===== src/rtl/wm1200_bus_pkg.sv =====
// Shared types and helpers for the WM1200 68020-style bus master: FSM states,
// SIZE encodings, DSACK port decode and the byte-lane routing/extract functions.
package wm1200_bus_pkg;

  typedef enum logic [2:0] {
    ST_IDLE,
    ST_SETUP,
    ST_STROBE,
    ST_WAIT,
    ST_LATCH,
    ST_RELEASE,
    ST_DONE
  } state_e;

  localparam logic [1:0] SIZE_LONG  = 2'b00;
  localparam logic [1:0] SIZE_BYTE  = 2'b01;
  localparam logic [1:0] SIZE_WORD  = 2'b10;
  localparam logic [1:0] SIZE_3BYTE = 2'b11;

  typedef enum logic [1:0] {
    PORT_32,
    PORT_16,
    PORT_8,
    PORT_NONE
  } port_e;

  function automatic logic [1:0] size_code(input logic [2:0] n);
    case (n)
      3'd1:    return SIZE_BYTE;
      3'd2:    return SIZE_WORD;
      3'd3:    return SIZE_3BYTE;
      default: return SIZE_LONG;
    endcase
  endfunction

  function automatic port_e dsack_decode(input logic [1:0] ds);
    case (ds)
      2'b00:   return PORT_32;
      2'b01:   return PORT_16;
      2'b10:   return PORT_8;
      default: return PORT_NONE;
    endcase
  endfunction

  // Bytes a port of this width takes starting at this address, capped by what is left.
  function automatic logic [2:0] accept_count(input port_e p, input logic [1:0] a10,
                                              input logic [2:0] n);
    logic [2:0] room;
    case (p)
      PORT_32: room = 3'd4 - {1'b0, a10};
      PORT_16: room = 3'd2 - {2'b00, a10[0]};
      default: room = 3'd1;
    endcase
    return (n < room) ? n : room;
  endfunction

  // Lane 0 is D31:24.
  function automatic logic [7:0] byte_extract(input logic [31:0] w, input logic [1:0] lane);
    case (lane)
      2'd0:    return w[31:24];
      2'd1:    return w[23:16];
      2'd2:    return w[15:8];
      default: return w[7:0];
    endcase
  endfunction

  // r holds the remaining operand bytes left-justified (R0 in r[31:24]).
  function automatic logic [31:0] lane_route(input logic [31:0] r, input logic [1:0] a10,
                                             input logic [2:0] n);
    logic [31:0] o;
    o = '0;
    for (int j = 0; j < 4; j++) begin
      if (j >= int'(a10) && (j - int'(a10)) < int'(n))
        o[31-8*j -: 8] = byte_extract(r, 2'(j - int'(a10)));
    end
    o[31:24] = r[31:24];
    // Narrow ports only see the upper lanes, so mirror the bytes they will pick up.
    if (a10[0])
      o[23:16] = r[31:24];
    else if (a10 == 2'd2 && n >= 3'd2)
      o[23:16] = r[23:16];
    return o;
  endfunction

  function automatic logic [31:0] shift_in(input logic [31:0] acc, input logic [31:0] din,
                                           input port_e p, input logic [1:0] a10,
                                           input logic [2:0] k);
    logic [1:0]  s;
    logic [31:0] r;
    case (p)
      PORT_32: s = a10;
      PORT_16: s = {1'b0, a10[0]};
      default: s = 2'd0;
    endcase
    r = acc;
    for (int i = 0; i < 4; i++) begin
      if (i < int'(k))
        r = {r[23:0], byte_extract(din, s + 2'(i))};
    end
    return r;
  endfunction

endpackage


===== src/rtl/wm1200_sync.sv =====
// Multi-flop synchroniser for the asynchronous active-low bus terminations;
// resets to all ones so terminations read as negated.
module wm1200_sync #(
  parameter int WIDTH  = 1,
  parameter int STAGES = 2
) (
  input  logic             clk,
  input  logic             rst,
  input  logic [WIDTH-1:0] d,
  output logic [WIDTH-1:0] q
);

  logic [WIDTH-1:0] pipe [STAGES];

  always_ff @(posedge clk) begin
    if (rst) begin
      for (int i = 0; i < STAGES; i++) pipe[i] <= '1;
    end else begin
      pipe[0] <= d;
      for (int i = 1; i < STAGES; i++) pipe[i] <= pipe[i-1];
    end
  end

  assign q = pipe[STAGES-1];

endmodule


===== src/rtl/m68k_bus_master.sv =====
// 68EC020-style asynchronous bus-cycle engine: splits one operand into bus cycles
// using DSACK dynamic sizing, with bus-error and timeout termination.
module m68k_bus_master
  import wm1200_bus_pkg::*;
#(
  parameter int ADDR_W      = 24,
  parameter int SYNC_STAGES = 2,
  parameter int SETUP_CYC   = 1,
  parameter int TIMEOUT_CYC = 255
) (
  input  logic              cpuclk_a,
  input  logic              rst,
  input  logic              req_valid,
  output logic              req_ready,
  input  logic [ADDR_W-1:0] req_addr,
  input  logic              req_rw,
  input  logic [2:0]        req_bytes,
  input  logic [2:0]        req_fc,
  input  logic [31:0]       req_wdata,
  output logic              rsp_valid,
  output logic [31:0]       rsp_rdata,
  output logic              rsp_err,
  output logic [ADDR_W-1:0] A,
  output logic [2:0]        fc,
  output logic [1:0]        size,
  output logic              r_w,
  output logic              as_n,
  output logic              ds_n,
  input  logic [1:0]        dsack,
  input  logic              berr_n,
  output logic [31:0]       data_out,
  output logic              data_dir,
  input  logic [31:0]       data_in,
  output logic              d_buff_dir,
  output logic              d_buff_oe_n,
  output logic              a_buff_dir,
  output logic              a_buff_oe_n
);

  localparam logic [1:0]  SETUP_LAST = 2'(SETUP_CYC - 1);
  localparam logic [15:0] TMO_LAST   = 16'(TIMEOUT_CYC - 1);

  state_e            st;
  logic [1:0]        set_cnt;
  logic [15:0]       tmo;
  logic [ADDR_W-1:0] a;
  logic [2:0]        n;
  logic              rw;
  logic [31:0]       wbuf;
  logic [31:0]       racc;
  logic              err;
  port_e             port_q;
  logic [1:0]        ds;
  logic              berr_s;

  logic [2:0]  lj_sh;
  logic [31:0] req_wjust;
  logic [2:0]  k_now;
  logic        tmo_hit;
  logic        go_done;
  logic        tmo_err;

  wm1200_sync #(.WIDTH(2), .STAGES(SYNC_STAGES)) u_sync_dsack (
    .clk (cpuclk_a),
    .rst (rst),
    .d   (dsack),
    .q   (ds)
  );

  wm1200_sync #(.WIDTH(1), .STAGES(SYNC_STAGES)) u_sync_berr (
    .clk (cpuclk_a),
    .rst (rst),
    .d   (berr_n),
    .q   (berr_s)
  );

  assign a_buff_dir = 1'b1;

  always_comb begin
    lj_sh     = 3'd4 - req_bytes;
    req_wjust = req_wdata << {lj_sh, 3'b000};
    k_now     = accept_count(port_q, a[1:0], n);
    tmo_hit   = (tmo == TMO_LAST);
    go_done   = 1'b0;
    tmo_err   = 1'b0;
    if (st == ST_WAIT && berr_s && ds == 2'b11 && tmo_hit) begin
      go_done = 1'b1;
      tmo_err = 1'b1;
    end
    // The timeout keeps running while waiting for DSACK to negate.
    if (st == ST_RELEASE) begin
      if (ds == 2'b11) begin
        go_done = (n == 3'd0) || err;
      end else if (tmo_hit) begin
        go_done = 1'b1;
        tmo_err = 1'b1;
      end
    end
  end

  always_ff @(posedge cpuclk_a) begin
    if (rst) begin
      st          <= ST_IDLE;
      req_ready   <= 1'b0;
      rsp_valid   <= 1'b0;
      rsp_err     <= 1'b0;
      rsp_rdata   <= '0;
      as_n        <= 1'b1;
      ds_n        <= 1'b1;
      r_w         <= 1'b1;
      data_dir    <= 1'b1;
      a_buff_oe_n <= 1'b1;
      d_buff_oe_n <= 1'b1;
      d_buff_dir  <= 1'b0;
      A           <= '0;
      fc          <= '0;
      size        <= '0;
      data_out    <= '0;
      set_cnt     <= '0;
      tmo         <= '0;
      err         <= 1'b0;
      port_q      <= PORT_NONE;
    end else begin
      case (st)
        ST_IDLE: begin
          if (req_valid && req_ready) begin
            req_ready   <= 1'b0;
            a           <= req_addr;
            n           <= req_bytes;
            rw          <= req_rw;
            wbuf        <= req_wjust;
            racc        <= '0;
            err         <= 1'b0;
            set_cnt     <= '0;
            A           <= req_addr;
            fc          <= req_fc;
            r_w         <= req_rw;
            size        <= size_code(req_bytes);
            a_buff_oe_n <= 1'b0;
            d_buff_oe_n <= 1'b0;
            d_buff_dir  <= ~req_rw;
            data_dir    <= req_rw;
            data_out    <= req_rw ? '0 : lane_route(req_wjust, req_addr[1:0], req_bytes);
            st          <= ST_SETUP;
          end else begin
            req_ready <= 1'b1;
          end
        end
        ST_SETUP: begin
          if (set_cnt == SETUP_LAST) begin
            as_n <= 1'b0;
            ds_n <= ~rw;
            st   <= ST_STROBE;
          end else begin
            set_cnt <= set_cnt + 2'd1;
          end
        end
        ST_STROBE: begin
          ds_n <= 1'b0;
          tmo  <= '0;
          st   <= ST_WAIT;
        end
        ST_WAIT: begin
          if (!berr_s) begin
            err  <= 1'b1;
            as_n <= 1'b1;
            ds_n <= 1'b1;
            st   <= ST_RELEASE;
          end else if (ds != 2'b11) begin
            port_q <= dsack_decode(ds);
            st     <= ST_LATCH;
          end else if (!tmo_hit) begin
            tmo <= tmo + 16'd1;
          end
        end
        ST_LATCH: begin
          if (rw) racc <= shift_in(racc, data_in, port_q, a[1:0], k_now);
          a    <= a + ADDR_W'(k_now);
          n    <= n - k_now;
          wbuf <= wbuf << {k_now, 3'b000};
          as_n <= 1'b1;
          ds_n <= 1'b1;
          st   <= ST_RELEASE;
        end
        ST_RELEASE: begin
          if (ds == 2'b11) begin
            if (!go_done) begin
              set_cnt  <= '0;
              A        <= a;
              size     <= size_code(n);
              data_out <= rw ? '0 : lane_route(wbuf, a[1:0], n);
              st       <= ST_SETUP;
            end
          end else if (!tmo_hit) begin
            tmo <= tmo + 16'd1;
          end
        end
        ST_DONE: begin
          rsp_valid <= 1'b0;
          req_ready <= 1'b1;
          st        <= ST_IDLE;
        end
        default: st <= ST_IDLE;
      endcase

      if (go_done) begin
        st          <= ST_DONE;
        rsp_valid   <= 1'b1;
        rsp_err     <= err | tmo_err;
        rsp_rdata   <= racc;
        as_n        <= 1'b1;
        ds_n        <= 1'b1;
        r_w         <= 1'b1;
        data_dir    <= 1'b1;
        a_buff_oe_n <= 1'b1;
        d_buff_oe_n <= 1'b1;
        d_buff_dir  <= 1'b0;
      end
    end
  end

endmodule


===== config.mk =====
export PLATFORM = sky130hd
export DESIGN_NAME = m68k_bus_master
export DESIGN_NICKNAME = d
export VERILOG_FILES = /design/src/rtl/wm1200_bus_pkg.sv /design/src/rtl/wm1200_sync.sv /design/src/rtl/m68k_bus_master.sv
export SDC_FILE = /design/constraint.sdc
export NUM_CORES = 1
export LEC_CHECK = 0
export CAP_MARGIN = 20
export CORE_MARGIN = 2
export CORE_UTILIZATION = 61
export DETAILED_ROUTE_END_ITERATION = 16
export HOLD_SLACK_MARGIN = 0.1
export PLACE_DENSITY = 0.9
export RECOVER_POWER = 25
export SYNTH_ARGS = -nofsm -noshare
export SYNTH_HDL_FRONTEND = slang
export SYNTH_SLANG_ARGS = --single-unit

===== constraint.sdc =====
create_clock -name cpuclk_a -period 14.75 [get_ports cpuclk_a]
set_clock_uncertainty 0.2 [all_clocks]
set_input_delay 2.2125 -clock cpuclk_a [delete_from_list [all_inputs] [get_ports cpuclk_a]]
set_output_delay 2.2125 -clock cpuclk_a [all_outputs]
set_load 0.01 [all_outputs]

* Yosys cells after proc, flatten, opt, wreduce, memory -nomap -nowiden *
Memory sizes are Yosys's and may differ from the RTL's.
Index checks and enable logic that the tools add are counted.

cells by class
  add/sub/neg operators = 16
  $lt $le $gt $ge = 17
  bitwise operators = 8
  eq/ne operators = 56
  mux-type cells = 96
  shift-type cells = 2
  reductions and logical operators = 50

operator list
  operator                                                         count
  32-bit two-way mux                                               12
  8-bit one-hot mux with 3 select lines                            10
  32-bit by 4-bit < comparator with 1-bit output                   6
  32-bit one-hot mux with 2 select lines                           3
  24-bit one-hot mux with 2 select lines                           2
  8-bit two-way mux                                                10
  24-bit two-way mux                                               3
  16-bit two-way mux                                               4
  32-bit by 6-bit left shift with 32-bit output                    2
  16-bit one-hot mux with 3 select lines                           1
  2-bit == test, second input constant                             14
  2-bit zero test                                                  13
  24-bit by 3-bit adder with 24-bit output                         1
  2-bit by 1-bit == test with 1-bit output, second input constant  12
  2-bit two-way mux                                                12
  3-bit two-way mux                                                8
  2-bit one-hot mux with 3 select lines                            4
  2-bit inequality test, second input constant                     11
  4-bit AND reduction                                              5
  3-bit by 2-bit == test with 1-bit output, second input constant  6
  1-bit two-way mux                                                18
  3-bit one-hot mux with 6 select lines                            1
  3-bit AND reduction                                              6
  16-bit by 1-bit adder with 16-bit output, second input constant  1
  other kinds (37)                                                 80

storage, ports and cells
  logic and storage cells = 272
  memory bits (writable) = 6
  memories = 2
  input port bits = 101
  bits in registers = 217

memories
  name               depth  width  read ports  clocked after Yosys merged registers in  write ports  line               RTL
  u_sync_dsack.pipe  2      2      2           0                                        2            wm1200_sync.sv:13  logic [WIDTH-1:0] pipe [STAGES];
  u_sync_berr.pipe   2      1      2           0                                        2            wm1200_sync.sv:13

* Logic depth before layout (Yosys ltp) *
  word-level depth = 13
  depth in mapped cells = 20
  mapped depth without buffers = 17

* Modules after synthesis *
A second synthesis with hierarchy kept.

unflattened totals
  cell total of the unflattened synthesis = 1776
  area, all modules = 14610.3 µm²

modules (own cells, without submodules)
  module                      instances  area each (µm²)  cells an instance  sequential area each (µm²)
  m68k_bus_master             1          14437.6          1762               5265.0
  wm1200_sync (u_sync_dsack)  1          120.1            10                 80.1
  wm1200_sync (u_sync_berr)   1          52.6             4                  40.0

* Worst setup path after synthesis *
OpenSTA, ideal clock, no wires.

  kind = input-to-reg
  start = input req_valid
  end = register racc[24] (enable)
  slack = 6250 ps
  stages = 4
  buffers on the path = 0
  data arrival time = 7927 ps
  path through = a21oi_1 -> nor4_1 -> o21a_1 -> nor2b_1

on the way
  word-level cells in the longest chain between the ends = 3

ends and longest elaborated chain
  what                             line                    RTL
  start: declaration               m68k_bus_master.sv:13   input logic req_valid,
  1-bit logical AND                m68k_bus_master.sv:126  if (req_valid && req_ready) begin
  2-bit inequality test (no line)  n/a
  5-bit AND reduction (no line)    n/a
  end signal: assignment           m68k_bus_master.sv:177  if (rw) racc <= shift_in(racc, data_in, port_q, a[1:0], k_now);
  end: declaration                 m68k_bus_master.sv:50   logic [31:0] racc;

No other way between the ends.
A chain may end at the register's enable or synchronous reset.

* Worst setup path after layout *
  start = input rst
  end = register racc[28] (enable)

on the way
  word-level cells in the longest chain between the ends = 2

ends and longest elaborated chain
  what                           line                   RTL
  start: declaration             m68k_bus_master.sv:12  input logic rst,
  1-bit NOT (no line)            n/a
  5-bit AND reduction (no line)  n/a

No other way between the ends.

==> impl_metrics.py <==
metrics = {
    "drt": {
        "drcViolationCount": 0,
        "drt_wl_total_mm": 50.0,
        "viasPerCell": 6.94,
        "drtIter0Drc": 2505,
        "antenna_left": 0,
        "drtPass1Iterations": 9,
        "vias": 15200,
        "wl_per_cell_um": 22.8,
    },
    "synth": {
        "synth_top_family_by_area": "compound AO/OA/AOI/OAI gates",
        "synthArstFlopShare_pct": 0,
        "synth_seq_cells": 223,
        "synth_cell_types": 98,
        "synthMuxAreaShare_pct": 8.74,
        "synthesis.area_sq_um": 15000,
        "synth-compound-area-share_pct": 26.5,
        "synth_edf_count": 92,
        "synth_xor_area_share_pct": 2.26,
        "synth_nets": 1878,
        "synth_cells": 1741,
        "synthTopCellsByArea": "edfxtp_1 18%, dfxtp_1 17%, nand2_1 5.2%",
        "synth_top_area_share_pct": 18.4,
        "yosysWarnings": 0,
        "ys_seq_area_share_pct": 35.8,
        "synthFlopType": "dfxtp_1",
        "synth.avg_cell_area_sq_um": 8.64,
        "yosysTopAreaCell": "edfxtp_1",
        "synth-simple-area-share_pct": 18.1,
        "synthAdderAreaFrac_pct": 3.05,
    },
    "timing": {
        "rsz0062_at_grt": "false",
        "worst_pin_slew_ns": 3.09,
        "timing.hold.ws_ns": 0.207,
        "hold_viol": 0,
        "max_freq_ghz": 0.136,
        "finalMaxSlewViolations": 168,
        "slew_headroom_pct": -106,
        "period_share_pct": 49.8,
        "setup_tns_ns": 0,
        "min_period_ns": 7.35,
        "final-setup-viol-count": 0,
        "worst_slack_ns": 7.40,
    },
    "power": {
        "p_switching_w": 0.000704,
        "p_sw_share_pct": 34.1,
        "power_frac_seq_pct": 39.0,
        "p_total_w": 0.00207,
        "power_frac_comb_pct": 30.3,
        "vdd_drop_max_mv": 0.110,
        "p_int_w": 0.00136,
        "p_leak_nw": 6.61,
        "power_frac_clock_pct": 30.6,
        "powerDensity_nw_per_um2": 116,
    },
    "global_route": {
        "antenna_found_initial": 0,
        "grt_remaining_overflow": 0,
        "grtUsageTotal_pct": 37.2,
        "grt_pass1_wl_mm": 78.2,
        "first_global_vias": 14200,
        "grt_max_degree": 101,
    },
    "cells_and_area": {
        "regArea_sq_um": 5390,
        "multi_input_area_sq_um": 8840,
        "drive_gt1_share_pct": 8.31,
        "area_growth_pct": 18.3,
        "fin_nets": 1985,
        "layout_common_cells": "209 x nand2_1, 200 x clkdlybuf4s50_1, 172 x nor2_1, 131 x dfxtp_1, 126 x o21ai_0",
        "num_antenna_cells": 0,
        "n_fill_cell": 1807,
        "final_common_cell": "nand2_1",
    },
    "floorplan": {
        "fp.dieH_um": 161,
        "die_w_um": 161,
        "pin_count": 205,
        "core.rowCount": 57,
        "start_util_pct": 62.0,
        "core_sq_um": 24200,
        "fp.dieArea_sq_um": 25900,
    },
    "worst_setup_path": {
        "arrival_ns": 7.30,
        "cp-start-kind": "input pin",
        "worstPathRequired_ns": 14.70,
        "worstSetupEndpointType": "register",
        "path_max_fanout": 53,
        "critPathKind": "in -> reg",
    },
    "placement": {
        "dpl_worst_slack_ns": 8.66,
        "gp_congestion": 1.03,
        "dpl.hpwl_mm": 34.2,
        "io_buffers": 203,
    },
    "cts": {
        "clk_latency_ns": 0.53,
        "htreeDepth": 1,
        "postCtsResizedCells": 0,
        "cts.clk_slew.worst_paths_ns": 0.06,
        "cts_tree": "built",
        "postCtsSetupBuffers": 0,
        "cts.sinks": 223,
        "cts_made_buffers": 25,
        "cts_buffer_depth": 3,
        "root_buffer": "clkbuf_16",
        "ctsHoldBuffers": 0,
    },
    "status": {
        "violations": "capacitance limit, slew limit",
        "run_status": "finished, violations left",
    },
    "job": {
        "drv_cap": 3,
    },
    "worst_hold_path": {
        "hp-class": "reg -> reg",
    },
}
## critical path, stage by stage
cell and delay (ns):
clkbuf_1 0.86, nor4_2 0.48, clkbuf_1 2.04, o21a_1 1.05
nor2b_1 0.64
## cell type report
cell class	instances	area share [%]
timing repair buffer	219	12.0
clock inverter	10	0.324
inverter	49	1.05
multi-input combinational	1330	49.7
tap	324	2.28
clock buffer	35	4.37
sequential	223	30.3
## through the flow
step	cell area [sq um]	std cells	util (%)
CTS	17800	2190	73.4
finish	17800	2190	73.4
global route	17800	2190	73.4
global placement	17000	2145	70.0
detailed placement	17000	2145	70.0
floorplan	15000	1741	-
## power by group through the flow
stage	clock, W	combinational [W]	sequential [W]
6_report	0.000633	0.000627	0.000807
5_1_grt	0.000658	0.000666	0.000816
4_1_cts	0.000631	0.000612	0.000802
3_5_place_dp	0	0.000605	0.000814
3_3_place_gp	0	0.000589	0.000811
2_1_floorplan	0	0.000365	0.000806
## routing by layer
layer	part of all wire, %	global-route usage (%)	wire [um]	vias to the layer above
met2	44	58.3	22200	1110
met4	7.5	22.3	3720	0
li1	-	-	-	6744
met1	37	48.6	18700	7112
met5	0	0	0	-
met3	11	6.11	5360	241
## synthesized netlist by cell type, types with 9 or more instances
master     instances
o22ai_1           17
mux2_2            24
buf_2             30
a32oi_1           16
a2111oi_0         15
a211o_1           18
nor2_1           172
nor3_1            58
nand4_1            9
o21a_1            11
o21ai_1           10
nor3b_1            9
nand2_1          209
or3_1             10
and3_1            13
and2_1            12
mux2i_1           77
o21ai_0          126
clkbuf_1          77
ha_1              35
a211oi_1          10
a21o_1            10
buf_4              9
nand2b_1          11
o2bb2ai_1         14
a221oi_1          12
nand3_1           29
buf_1             16
inv_1             47
a21oi_1           81
a31o_2             9
o221ai_1          10
a222oi_1          24
edfxtp_1          92
nor2b_1           15
dfxtp_1          131
a311oi_1          27
a22o_1            14
xnor2_1           25
a22oi_1           34
xor2_1            10
## worst paths after layout
path | start | end | slack [ns] | cells after the start
max reg2reg | a[1] | a[20] | 9.06 | 16
min reg2reg | u_sync_dsack.pipe[0][1] | u_sync_dsack.pipe[0][3] | 0.21 | 1
max | rst | racc[28] | 7.40 | 5
min | u_sync_dsack.pipe[0][1] | u_sync_dsack.pipe[0][3] | 0.21 | 1
## sequential cells by signal, summed over array words and instances (netlist names), 3 cells and up
signal	flops
A	24
u_sync_dsack.pipe	4
st	3
wbuf	32
fc	3
racc	32
tmo	16
n	3
rsp_rdata	32
data_out	32
a	24
## kinds of logic after synthesis
group	after synthesis
muxes	116
DFF	223
xor gates and xnor gates	37
buffers and inverters	188
adders and majority gates	36
other	1
and+or+nand+nor	592
AOI/OAI and AO/OA	548
Power figures use the tool's default switching activity.
